## src/rtl/brightness_engine.sv

```systemverilog
// brightness_engine: streams a frame from memory, adding a saturating offset per lane.
// Define BRIGHT_FRAME_CNT_EN to build the completed-frame counter on frame_cnt.
module brightness_engine #(
    parameter int PW    = 8,
    parameter int LANES = 4,
    parameter int AW    = 6,
    parameter int DEPTH = 64,
    parameter int STEP  = 1
) (
    input  logic                clk,
    input  logic                resetn,
    input  logic                cfg_load,
    input  logic [PW:0]         cfg_value,
    input  logic                up,
    input  logic                down,
    input  logic                start,
    output logic                busy,
    output logic                done,
    output logic                mem_rd_en,
    output logic [AW-1:0]       mem_addr,
    input  logic [LANES*PW-1:0] mem_rdata,
    output logic                out_wr_en,
    output logic [AW-1:0]       out_addr,
    output logic [LANES*PW-1:0] out_wdata,
    output logic [PW:0]         offset,
    output logic [15:0]         frame_cnt
);

    typedef enum logic [1:0] {IDLE, RUN, DRAIN, DONE} state_t;

    localparam int MAXV = (1 << PW) - 1;
    localparam logic signed [PW+1:0] OMAX  = (PW+2)'(MAXV);
    localparam logic signed [PW+1:0] OMIN  = -OMAX;
    localparam logic signed [PW+1:0] STEPV = (PW+2)'(STEP);
    localparam logic [AW-1:0]        LAST  = AW'(DEPTH - 1);

    state_t                 state;
    logic                   drain_cnt;
    logic signed [PW:0]     off_r;
    logic signed [PW:0]     frame_off;
    logic                   up_q;
    logic                   down_q;
    logic                   up_e;
    logic                   down_e;
    logic                   rd_q;
    logic [AW-1:0]          addr_q;
    logic [LANES*PW-1:0]    lane_res;
    logic signed [PW+1:0]   off_ext;
    logic signed [PW+1:0]   cfg_ext;
    logic signed [PW+1:0]   fo_ext;

    function automatic logic signed [PW:0] clamp_off(input logic signed [PW+1:0] v);
        if (v > OMAX)
            return OMAX[PW:0];
        else if (v < OMIN)
            return OMIN[PW:0];
        else
            return v[PW:0];
    endfunction

    assign up_e    = up & ~up_q;
    assign down_e  = down & ~down_q;
    assign off_ext = {off_r[PW], off_r};
    assign cfg_ext = {cfg_value[PW], cfg_value};
    assign fo_ext  = {frame_off[PW], frame_off};
    assign offset  = off_r;

    // Offset register: a load wins over button edges; opposing edges cancel.
    always_ff @(posedge clk or negedge resetn) begin
        if (!resetn) begin
            off_r  <= '0;
            up_q   <= 1'b0;
            down_q <= 1'b0;
        end else begin
            up_q   <= up;
            down_q <= down;
            if (cfg_load)
                off_r <= clamp_off(cfg_ext);
            else if (up_e && !down_e)
                off_r <= clamp_off(off_ext + STEPV);
            else if (down_e && !up_e)
                off_r <= clamp_off(off_ext - STEPV);
        end
    end

    for (genvar i = 0; i < LANES; i++) begin : g_lane
        logic signed [PW+1:0] s;
        assign s = $signed({2'b00, mem_rdata[i*PW +: PW]}) + fo_ext;
        assign lane_res[i*PW +: PW] = s[PW+1] ? '0 :
                                      (s > OMAX) ? {PW{1'b1}} : s[PW-1:0];
    end

    always_ff @(posedge clk or negedge resetn) begin
        if (!resetn) begin
            state     <= IDLE;
            drain_cnt <= 1'b0;
            frame_off <= '0;
            busy      <= 1'b0;
            done      <= 1'b0;
            mem_rd_en <= 1'b0;
            mem_addr  <= '0;
            rd_q      <= 1'b0;
            addr_q    <= '0;
            out_wr_en <= 1'b0;
            out_addr  <= '0;
            out_wdata <= '0;
        end else begin
            rd_q      <= mem_rd_en;
            addr_q    <= mem_addr;
            out_wr_en <= rd_q;
            if (rd_q) begin
                out_addr  <= addr_q;
                out_wdata <= lane_res;
            end
            done <= 1'b0;
            unique case (state)
                IDLE: begin
                    if (start) begin
                        frame_off <= off_r;
                        mem_addr  <= '0;
                        mem_rd_en <= 1'b1;
                        busy      <= 1'b1;
                        state     <= RUN;
                    end
                end
                RUN: begin
                    if (mem_addr == LAST) begin
                        mem_rd_en <= 1'b0;
                        drain_cnt <= 1'b0;
                        state     <= DRAIN;
                    end else begin
                        mem_addr <= mem_addr + AW'(1);
                    end
                end
                DRAIN: begin
                    if (drain_cnt) begin
                        done  <= 1'b1;
                        state <= DONE;
                    end else begin
                        drain_cnt <= 1'b1;
                    end
                end
                DONE: begin
                    busy  <= 1'b0;
                    state <= IDLE;
                end
                default: state <= IDLE;
            endcase
        end
    end

`ifdef BRIGHT_FRAME_CNT_EN
    logic [15:0] cnt_r;

    always_ff @(posedge clk or negedge resetn) begin
        if (!resetn)
            cnt_r <= '0;
        else if (done)
            cnt_r <= cnt_r + 16'd1;
    end

    assign frame_cnt = cnt_r;
`else
    assign frame_cnt = '0;
`endif

endmodule

```

## config.mk

```make
export PLATFORM = sky130hd
export DESIGN_NAME = brightness_engine
export DESIGN_NICKNAME = d
export VERILOG_FILES = /design/src/rtl/brightness_engine.sv
export SDC_FILE = /design/constraint.sdc
export NUM_CORES = 1
export LEC_CHECK = 0
export ABC_AREA = 0
export CELL_PAD_IN_SITES_DETAIL_PLACEMENT = 1
export CELL_PAD_IN_SITES_GLOBAL_PLACEMENT = 2
export CORE_MARGIN = 2
export CORE_UTILIZATION = 32
export CTS_BUF_LIST = sky130_fd_sc_hd__clkbuf_4 sky130_fd_sc_hd__clkbuf_8
export CTS_CLUSTER_DIAMETER = 40
export DETAILED_ROUTE_END_ITERATION = 8
export GPL_TIMING_DRIVEN = 0
export PLACE_DENSITY = 0.93
export SYNTH_ARGS = -nofsm -noshare
export SYNTH_HDL_FRONTEND = slang
export SYNTH_SLANG_ARGS = --single-unit
```

## constraint.sdc

```tcl
create_clock -name clk -period 2.5 [get_ports clk]
set_input_delay 0.75 -clock clk [delete_from_list [all_inputs] [get_ports clk]]
set_output_delay 0.75 -clock clk [all_outputs]
set_load 0.01 [all_outputs]
```

==> flow_summary.toml <==
[sta]
fmaxAchievable_mhz = 398
fin_crit_ps = 2510
final.setup.tns_ps = -16.5
hold_violations = 0
tightest_slew_ps = 896
whs_ps = 305
fin_ws_ps = -14.8
drv_slew = 0
relSlewSlack = 0.402
setup_violations = 2
skew_ps = 10.3
finalCritPeriodShare = 1.01

[routing]
viasPerCell = 5.32
wire_per_inst_um = 19.6
drt_iter0_markers = 206
vias = 5073
wl_mm = 18.7
antenna_left = 0
drcViolationCount = 0
drt_first_pass_iters = 4

[die]
die_x_um = 134
num_rows = 47
core_mm2 = 0.0166
initial_utilization = 0.327
die_height_um = 134
dieArea_mm2 = 0.0180
ios = 120

[synth]
ys.flop_type = "dfrtp_1"
synth-edff-count = 0
syn-cell-area_mm2 = 0.00542
synthAdderAreaFrac = 0.112
synth_top_family_by_area = "compound AO/OA/AOI/OAI gates"
yosysUniqueCellTypes = 68
synth_xor_area_frac = 0.0531
yosysTopAreaCellShare = 0.360
yosys.area_share.simple = 0.170
synth_cells = 573
ys.warnings.count = 0
synth-compound-area-share = 0.215
yosysSeqAreaShare = 0.360
syn_area_per_cell_um2 = 9.46
synthTopCellsByArea = "dfrtp_1, ha_1, xnor2_1, o21ai_0, o2bb2ai_1"
muxShareOfSynthArea = 0.0286
ys_async_sr_fraction = 1.00
synth.ff_latch_count = 78
yosys.area.top_type = "dfrtp_1"

[placement]
io_buffers = 103
gp_congestion = 0.869
dpl.hpwl_mm = 13.0
preCtsSetupSlack_ps = -973

[pwr]
p_int_mw = 2.17
p_per_area_mw_per_mm2 = 423
comb_power_share = 0.272
clockPowerShare = 0.316
vdd_drop_max_uv = 201
seq_power_share = 0.412
p_leak_nw = 3.40
swShare = 0.334
power_switching_mw = 1.09

[cts]
cts_buffers = 9
htree_levels = 3
cts_tree = "done"
ctsHoldBuffers = 0
cts-root-buf = "clkbuf_8"
numClockSinks = 78
worst_skew_pair.late_latency_ps = 380
cts.path.max_buffers = 2
path_clk_slew_ps = 100

[global_routing]
grt_overflow = 0
grt_max_degree = 46
grtUsageTotal = 0.208
antenna_found_initial = 0
grt_pass1_vias = 5530
grt_pass1_wl_mm = 29.3

[critical_path]
crit_fanout = 8
worstSetupPathType = "in -> reg"
worstPathArrival_ps = 2810
cp.required_ps = 2800
end_kind = "flop"
startpoint_type = "input port"

[cells_and_area]
layout_commonest_cell = "clkdlybuf4s50_1"
num-nets-final = 821
final_layout_size_suffix_gt1_frac = 0.233
diodes = 0
final_cell_mix = "clkdlybuf4s50_1, dfrtp_1, buf_4"
nFillCells = 1853
syn2layout_area_growth_pct = 42.4

[run_status]
status = "complete, but fails checks"
violations = "setup timing"

[min_path]
hold_path_class = "in -> async"

[job]
drv_cap = 0
-- power groups by stage --
stage | Combinational (mW) | Sequential [mW] | Clock (mW)
2_1_floorplan | 0.502 | 1.37 | 0
3_3_place_gp | 0.816 | 1.37 | 0
3_5_place_dp | 0.834 | 1.37 | 0
4_1_cts | 0.858 | 1.35 | 1.06
5_1_grt | 0.968 | 1.35 | 1.11
6_report | 0.888 | 1.35 | 1.03
-- routing by layer --
layer	GRT usage	share of wire	wire, µm	vias up
met5	0	0	0	-
met4	0.0942	0.032	595	0
met3	0.0412	0.051	947	37
met2	0.348	0.50	9320	145
met1	0.259	0.42	7810	2516
li1	-	-	-	2375
-- critical path: stages --
cell and delay (ps):
clkdlybuf4s50_1 450, ha_1 410, o21a_1 220, a21boi_2 100
nor3b_2 180, or4b_4 470, buf_6 150, o2111ai_2 70
-- synthesized netlist by cell type (all sizes together) (12+ instances only) --
master   instances
a21oi           27
buf             24
clkbuf          13
dfrtp           78
ha              42
inv             28
mux2            12
nand2           35
nand2b          13
nand3           21
nor2            38
nor3            17
o21ai           35
o2bb2ai         17
xnor2           22
-- sequential cells by signal, indices dropped and copies added, names as in the netlist --
name,flops
out_addr,6
frame_off,9
out_wr_en,1
up_q,1
addr_q,6
out_wdata,32
state,2
offset,9
drain_cnt,1
mem_addr,6
down_q,1
busy,1
rd_q,1
done,1
mem_rd_en,1
-- cells by family after synthesis --
group | Yosys count
XOR/XNOR | 32
flip-flops | 78
AO/OA/AOI/OAI | 163
adder cells (fa/ha/maj) | 46
multiplexers | 14
buffers and inverters | 66
other | 1
AND/OR/NAND/NOR | 173
-- final timing paths --
path,end,cells after the start,start,slack (ps)
max in group asynchronous,offset[0],2,resetn,1570
max reg2reg,out_wdata[20],10,frame_off[0],130
max,out_wdata[17],8,mem_rdata[20],-10
min,out_wdata[21],1,resetn,310
min reg2reg,addr_q[5],0,mem_addr[5],470
min in group clk,addr_q[5],0,mem_addr[5],470
-- layout make-up --
type / count / area [µm²] / area share
sequential: 78 / 1960 / 0.253
multi-input combinational: 444 / 3650 / 0.473
clock inverter: 6 / 70.1 / 0.00907
tap: 220 / 275 / 0.0356
buffer: 37 / 245 / 0.0318
inverter: 29 / 113 / 0.0146
timing repair buffer: 129 / 1280 / 0.166
clock buffer: 10 / 131 / 0.0170
-- through the flow --
step	cells	power [mW]	instance area, µm²	utilization
floorplan	588	1.87	5480	-
global placement	911	2.18	6790	0.409
detailed placement	912	2.20	6810	0.411
CTS	946	3.26	7430	0.448
global route	953	3.43	7720	0.466
finish	953	3.26	7720	0.466
-- timing repair --
item | CTS | global route
resized for setup | 72 | 53
setup endpoints to repair | 40 | 40
gates cloned | 0 | 0
endpoints found under the hold margin | 0 | 0
buffers inserted | 18 | 7
pin swaps | 32 | 20
No activity file was read; power rests on OpenSTA's default activity.
